<file path="src/rtl/bnn_ctrl_pkg.sv">
// Shared types, default sizes and score-extraction helper for the bnn_ctrl
// sequencing controller around the combinational BNN core.
package bnn_ctrl_pkg;

  localparam int IN_BITS   = 64;
  localparam int N_CLASSES = 10;
  localparam int SCORE_W   = 5;
  localparam int CLS_W     = 4;

  typedef enum logic [1:0] {
    ST_IDLE   = 2'd0,
    ST_SETTLE = 2'd1,
    ST_ARGMAX = 2'd2,
    ST_DONE   = 2'd3
  } state_t;

  // Score of class k from the packed core output vector (default sizes).
  function automatic logic [SCORE_W-1:0] class_score(
    input logic [N_CLASSES*SCORE_W-1:0] scores,
    input int unsigned                  k
  );
    return scores[k*SCORE_W +: SCORE_W];
  endfunction

endpackage

</file>
<file path="src/rtl/bnn_ctrl_argmax.sv">
// Sequential argmax over the captured class scores, one class per enabled
// cycle; start clears the scan and last flags the final class.
module bnn_ctrl_argmax #(
  parameter int N_CLASSES = bnn_ctrl_pkg::N_CLASSES,
  parameter int SCORE_W   = bnn_ctrl_pkg::SCORE_W,
  parameter int CLS_W     = bnn_ctrl_pkg::CLS_W
) (
  input  logic                         clk,
  input  logic                         rst,
  input  logic                         start,
  input  logic                         en,
  input  logic [N_CLASSES*SCORE_W-1:0] scores,
  output logic [CLS_W-1:0]             cls,
  output logic [SCORE_W-1:0]           max_score,
  output logic                         last
);

  logic [CLS_W-1:0]   idx_r;
  logic [SCORE_W-1:0] cur_s;

  assign cur_s = scores[idx_r*SCORE_W +: SCORE_W];
  assign last  = (idx_r == CLS_W'(N_CLASSES - 1));

  // Strict compare keeps the lowest index on ties and class 0 for all-zero scores.
  always_ff @(posedge clk or posedge rst) begin
    if (rst) begin
      idx_r     <= '0;
      cls       <= '0;
      max_score <= '0;
    end else if (start) begin
      idx_r     <= '0;
      cls       <= '0;
      max_score <= '0;
    end else if (en) begin
      if (cur_s > max_score) begin
        max_score <= cur_s;
        cls       <= idx_r;
      end
      idx_r <= last ? '0 : idx_r + CLS_W'(1);
    end
  end

endmodule

</file>
<file path="src/rtl/bnn_ctrl.sv">
// Clocked, handshaked sequencer for the combinational BNN core: image register,
// settle window with scope trigger, score capture, argmax scan, done pulse.
// Optional macro BNN_CTRL_CLEAR_EN zeroes layer_o in the DONE cycle.
module bnn_ctrl
  import bnn_ctrl_pkg::*;
#(
  parameter int IN_BITS       = bnn_ctrl_pkg::IN_BITS,
  parameter int N_CLASSES     = bnn_ctrl_pkg::N_CLASSES,
  parameter int SCORE_W       = bnn_ctrl_pkg::SCORE_W,
  parameter int CLS_W         = bnn_ctrl_pkg::CLS_W,
  parameter int SETTLE_CYCLES = 4
) (
  input  logic                         clk_i,
  input  logic                         rst_i,
  input  logic                         start_i,
  input  logic [IN_BITS-1:0]           image_i,
  output logic [IN_BITS-1:0]           layer_o,
  input  logic [N_CLASSES*SCORE_W-1:0] scores_i,
  output logic [N_CLASSES*SCORE_W-1:0] scores_o,
  output logic [CLS_W-1:0]             class_o,
  output logic [SCORE_W-1:0]           score_max_o,
  output logic                         busy_o,
  output logic                         done_o,
  output logic                         trigger_o
);

  localparam int CNT_W = (SETTLE_CYCLES > 1) ? $clog2(SETTLE_CYCLES) : 1;

  state_t           state_r;
  logic [CNT_W-1:0] cnt_r;
  logic             scan_start_s;
  logic             scan_en_s;
  logic             scan_last_s;

  assign scan_start_s = (state_r == ST_SETTLE) && (cnt_r == '0);
  assign scan_en_s    = (state_r == ST_ARGMAX);

  bnn_ctrl_argmax #(
    .N_CLASSES (N_CLASSES),
    .SCORE_W   (SCORE_W),
    .CLS_W     (CLS_W)
  ) u_argmax (
    .clk       (clk_i),
    .rst       (rst_i),
    .start     (scan_start_s),
    .en        (scan_en_s),
    .scores    (scores_o),
    .cls       (class_o),
    .max_score (score_max_o),
    .last      (scan_last_s)
  );

  // Control FSM; trigger/busy/done are set on the transition into their states.
  always_ff @(posedge clk_i or posedge rst_i) begin
    if (rst_i) begin
      state_r   <= ST_IDLE;
      cnt_r     <= '0;
      layer_o   <= '0;
      scores_o  <= '0;
      busy_o    <= 1'b0;
      done_o    <= 1'b0;
      trigger_o <= 1'b0;
    end else begin
      case (state_r)
        ST_IDLE, ST_DONE: begin
          if (start_i) begin
            layer_o   <= image_i;
            cnt_r     <= CNT_W'(SETTLE_CYCLES - 1);
            state_r   <= ST_SETTLE;
            busy_o    <= 1'b1;
            trigger_o <= 1'b1;
            done_o    <= 1'b0;
          end else begin
            state_r   <= ST_IDLE;
            busy_o    <= 1'b0;
            trigger_o <= 1'b0;
            done_o    <= 1'b0;
          end
        end
        ST_SETTLE: begin
          // The core output is only trusted on the last settle cycle.
          if (cnt_r == '0) begin
            scores_o  <= scores_i;
            state_r   <= ST_ARGMAX;
            trigger_o <= 1'b0;
          end else begin
            cnt_r <= cnt_r - CNT_W'(1);
          end
        end
        ST_ARGMAX: begin
          if (scan_last_s) begin
            state_r <= ST_DONE;
            busy_o  <= 1'b0;
            done_o  <= 1'b1;
`ifdef BNN_CTRL_CLEAR_EN
            layer_o <= '0;
`else
            layer_o <= layer_o;
`endif
          end else begin
            state_r <= ST_ARGMAX;
          end
        end
        default: begin
          state_r   <= ST_IDLE;
          busy_o    <= 1'b0;
          done_o    <= 1'b0;
          trigger_o <= 1'b0;
        end
      endcase
    end
  end

endmodule

</file>
<file path="config.mk">
export PLATFORM = sky130hd
export DESIGN_NAME = bnn_ctrl
export DESIGN_NICKNAME = d
export VERILOG_FILES = /design/src/rtl/bnn_ctrl_pkg.sv /design/src/rtl/bnn_ctrl_argmax.sv /design/src/rtl/bnn_ctrl.sv
export SDC_FILE = /design/constraint.sdc
export NUM_CORES = 1
export LEC_CHECK = 0
export ABC_AREA = 1
export ABC_CLOCK_PERIOD_IN_PS = 8300
export CORE_AREA = 5 5 150 152
export DETAILED_ROUTE_END_ITERATION = 16
export DIE_AREA = 0 0 155 157
export GPL_TIMING_DRIVEN = 0
export PLACE_DENSITY_LB_ADDON = 0.12
export SLEW_MARGIN = 5
export SYNTH_ARGS = -nofsm -noshare
export SYNTH_HDL_FRONTEND = slang
export SYNTH_HIERARCHICAL = 1
export SYNTH_SLANG_ARGS = --single-unit
export TNS_END_PERCENT = 10
</file>
<file path="constraint.sdc">
create_clock -name clk_i -period 8.3 [get_ports clk_i]
set_input_delay 1.245 -clock clk_i [delete_from_list [all_inputs] [get_ports clk_i]]
set_output_delay 1.245 -clock clk_i [all_outputs]
set_load 0.005 [all_outputs]
</file>
Word level (Yosys, flattened, before mapping)
Cells that the tools add are included.
{ "word_totals": {"ff_bits": 134, "inputBits": 117, "out_inout_bits": 126} }
{ "op_classes": {"addsub": 2, "multipliers": 1, "order_cmp": 1, "eq_ne": 8, "shift": 1, "n_mux": 23, "reduce_logical": 14} }
{ "op_table": {"columns": ["operator", "n"], "rows": [
  ["$shiftx A50 B8 Y5", 1],
  ["$mux W4", 6],
  ["$mux W5", 3],
  ["$reduce_and A2 Y1", 5],
  ["$reduce_bool A2 Y1", 4],
  ["$mul A4 B3 Y7 const B", 1],
  ["$mux W1", 6],
  ["$mux W2", 3],
  ["$pmux W1 S2", 3],
  ["$pmux W2 S3", 1],
  ["$gt A5 B5 Y1", 1],
  ["$add A4 B1 Y4 const B", 1],
  ["$eq A2 B2 Y1 const B", 2],
  ["$eq A4 B4 Y1 const B", 1],
  ["$logic_not A2 Y1", 2],
  ["$ne A2 B1 Y1 const B", 2],
  ["$ne A2 B2 Y1 const B", 2],
  ["$pmux W2 S2", 1],
  ["$reduce_and A3 Y1", 1],
  ["$eq A2 B1 Y1 const B", 1],
  ["$reduce_or A2 Y1", 1],
  ["$sub A2 B1 Y2 const B", 1],
  ["$logic_and A1 B1 Y1", 1]
]} }

Logic depth before layout (Yosys ltp)
{ "logic_depth": {"depth_word": 6, "depth_mapped": 17, "ltp_nobuf": 16} }

By module
The synthesis kept the hierarchy.
{ "by_module_without_submodules": {"columns": ["module", "n_inst", "cells_per_inst", "area_per_inst_um2"], "rows": [
  ["bnn_ctrl", 1, 540, 4839.6],
  ["bnn_ctrl_argmax", 1, 232, 1367.6]
]} }

Worst setup path before layout
No wires, ideal clock.
{ "synth_path": {"path_kind": "flip-flop to flip-flop", "start": "register u_argmax.idx_r[0]", "end": "register u_argmax.max_score[0]", "arrival_ns": 1.993, "setup_slack_ns": 6.190, "stages_incl_launch_ff": 18, "path_cell_list": "dfrtp_1 > buf_6 > inv_6 > buf_6 > nand2_1 > nand3_1 > nand3_1 > nand3_1 > nand2_1 > ha_1 > nand2_2 > inv_1 > nand2_1 > nand2_1 > o21ai_4 > nor2_8 > nand2_1 > nand2_1"} }
{ "synth_between": {"elab_chain_cells": 5, "word_cells_on_any_way": 8} }
{ "synth_rtl": {"columns": ["item", "line", "source"], "rows": [
  ["start: declaration", "bnn_ctrl_argmax.sv:18", "logic [CLS_W-1:0] idx_r;"],
  ["start signal: assignment", "bnn_ctrl_argmax.sv:39", "idx_r <= last ? '0 : idx_r + CLS_W'(1);"],
  ["$mul A4 B3 Y7 (*)", "bnn_ctrl_argmax.sv:21", "assign cur_s = scores[idx_r*SCORE_W +: SCORE_W];"],
  ["$shiftx A50 B8 Y5 (*)", "bnn_ctrl_argmax.sv:21", null],
  ["$gt A5 B5 Y1 or $mux W5 (tied branches)", "bnn_ctrl_argmax.sv:35", "if (cur_s > max_score) begin"],
  ["$reduce_bool A2 Y1 (no line) or $mux W5 (tied branches)", null, null],
  ["$reduce_and A2 Y1 (no line) or $mux W5 (tied branches)", null, null],
  ["end signal: assignment", "bnn_ctrl_argmax.sv:36", "max_score <= cur_s;"],
  ["end: declaration", "bnn_ctrl_argmax.sv:14", "output logic [SCORE_W-1:0] max_score,"]
]} }
Every way passes the cells marked *; elsewhere a longest branch is shown, timed or not. The select of a mux whose other input is x is not followed.
A chain may end at the register's enable or synchronous reset.

Final worst setup path
{ "layout_path": {"start": "register scores_o[38]", "end": "output scores_o[38]"} }
{ "layout_lines": {"columns": ["item", "line", "source"], "rows": [
  ["start: declaration", "bnn_ctrl.sv:19", "output logic [N_CLASSES*SCORE_W-1:0] scores_o,"],
  ["start signal: assignment", "bnn_ctrl.sv:83", "scores_o <= scores_i;"]
]} }
No word-level cell between the ends.

==> flow_summary.toml <==
[drt]
via_per_inst = 4.34
vias = 5732
drtAntennaViolNets = 0
drt-initial-drc-count = 198
first_pass_iters = 5
drc = 0
drt-total-wl_um = 20200
wire_per_inst_um = 15.2

[placed_design]
dp_cells = 1290
place.detailed.hpwl_um = 15000
gp_congestion = 0.809
portBuffers = 242

[clock_network]
cts_sinks = 134
clkLatencyLatePin_ps = 420
cts_resized = 0
root_buffer = "clkbuf_16"
post_cts_buffers = 0
numCtsBuffers = 17
cts_tree = "done"
clock_path_buffers = 2
htree_levels = 4
path_clk_slew_ps = 60
cts.hold.buffers_added = 0

[sta]
finalCriticalPeriod_ps = 2630
maxSlewViolCount = 0
hold_violations = 0
setup_viol = 0
relSlewSlack = 0.610
min_period_over_period = 0.317
tightest_slew_ps = 585
fmax_mhz = 380
rsz0062_at_grt = "false"
skew_ps = 11.2
tns_ps = 0

[critical_path]
path_cells = "clkdlybuf4s50_1"
critPathBufInv = 1
worstSetupStartpoint = "scores_o[38]"
crit_fanout = 3
startpoint_type = "register"
r2r_setup_slack_ps = 5730
cpPeakStageDelay_ps = 540
r2r_cells = 16
required_ps = 7050
crit_family = "buffers and inverters"
worstPathArrival_ps = 1380
end_kind = "output pin"
cp.depth = 1
r2r-end = "u_argmax/max_score[3]"
crit_end = "scores_o[38]"
r2r-start = "u_argmax/idx_r[0]"
worstSetupPathType = "reg -> out"
cpMaxStageDelayCell = "clkdlybuf4s50_1"

[layout]
antenna_cells = 0
drive_gt1_frac = 0.0793
layout_common_cells = "nand2_1, clkdlybuf4s50_1, dfrtp_1"
final_cells = 1322
mostFrequentLayoutCell = "nand2_1"
n_fill_cell = 2108
syn_to_final_growth_pct = 54.8
nets = 1163

[floorplan]
io_pins = 243
die_x_um = 155
die_area_um2 = 24300
start_util = 0.297
core_area_um2 = 20900
rows = 53
die_h_um = 157

[pwr]
power.density_nw_per_um2 = 408
p_leak_uw = 0.00482
ir_drop_mv = 0.184
total_power_uw = 3920

[synth]
ys_seq_elements = 134
syn_nets = 901
yosys.area.top_type = "dfrtp_1"
yosys_warnings = 6
synth-seq-area-share = 0.540
ys_types = 22
syn_inst = 772
yosysTopAreaCellShare = 0.540
synth_area_leaders = "dfrtp_1, nand2_1, nand3_1"
syn-cell-area_um2 = 6210
postSynthAreaPerCell_um2 = 8.04

[grt]
grt_pass1_vias = 5749
grt_max_degree = 64
gr-total-overflow = 0
antenna_found_initial = 0
grt_pass1_wl_um = 31900
track_usage = 0.165

[flow_run]
maxCapViolCount = 0

[min_path]
hold_path.class = "reg -> reg"

[status]
status = "finished clean"
## stage by stage
step	area (um^2)	util	hold slack [ps]	setup slack [ps]
final	9610	0.460	468	5670
after global placement	8970	0.430	453	1540
after global routing	9610	0.460	486	5510
after CTS	9610	0.460	474	5630
after detailed placement	9010	0.431	458	5750
after floorplan	6210	-	442	3840
## registers in the layout, summed over array words and instances, names as in the netlist
| signal | cells |
|---|---|
| u_argmax/cls | 4 |
| scores_o | 50 |
| u_argmax/max_score | 5 |
| layer_o | 64 |
| done_o | 1 |
| trigger_o | 1 |
| cnt_r | 2 |
| u_argmax/idx_r | 4 |
| state_r | 2 |
| busy_o | 1 |
## per-layer routing
metal | vias to the layer above | GRT usage | part of all wire
li1 | 2921 | - | -
met1 | 2590 | 0.204 | 0.42
met2 | 198 | 0.264 | 0.47
met3 | 23 | 0.0641 | 0.096
met4 | 0 | 0.0610 | 0.021
met5 | - | 0 | 0
## area by class of cell
type | instances | area, um^2 | area share
tap | 275 | 344 | 0.0358
sequential | 134 | 3350 | 0.349
clock buffer | 19 | 433 | 0.0450
buffer | 40 | 277 | 0.0288
timing repair buffer | 243 | 2450 | 0.255
inverter | 57 | 226 | 0.0236
multi-input combinational | 541 | 2360 | 0.245
clock inverter | 13 | 171 | 0.0178
## cell families after synthesis
logic type                 Yosys count  synth area share
DFF                                134             0.540
AOI/OAI and AO/OA                   13            0.0127
adders and majority gates           12            0.0242
buffers and inverters               97            0.0802
xor gates and xnor gates             1           0.00141
and+or+nand+nor                    515             0.341
## where the power goes
part | switching, uW | internal [uW] | total [uW]
registers | 226 | 979 | 1210
logic | 966 | 967 | 1930
clock network | 307 | 477 | 784
## worst min path at each step
stage                      startpoint  cells after the start           to
after floorplan              cnt_r[1]                      2     cnt_r[1]
after global placement    layer_o[21]                      2  layer_o[21]
after detailed placement  layer_o[39]                      2  layer_o[39]
after CTS                 layer_o[16]                      2  layer_o[16]
after global routing      layer_o[16]                      2  layer_o[16]
final                     layer_o[45]                      2  layer_o[45]
## Yosys cell counts
| cell | n |
|---|---|
| a21oi_1 | 7 |
| buf_2 | 20 |
| buf_4 | 11 |
| buf_6 | 8 |
| clkbuf_1 | 1 |
| dfrtp_1 | 134 |
| ha_1 | 12 |
| inv_1 | 54 |
| inv_2 | 1 |
| inv_4 | 1 |
| inv_6 | 1 |
| nand2_1 | 393 |
| nand2_2 | 5 |
| nand3_1 | 111 |
| nand4_1 | 2 |
| nor2_1 | 1 |
| nor2_8 | 1 |
| nor3_2 | 2 |
| o21ai_0 | 3 |
| o21ai_4 | 1 |
| o22ai_1 | 2 |
| xor2_1 | 1 |
Power figures use the tool's default switching activity.
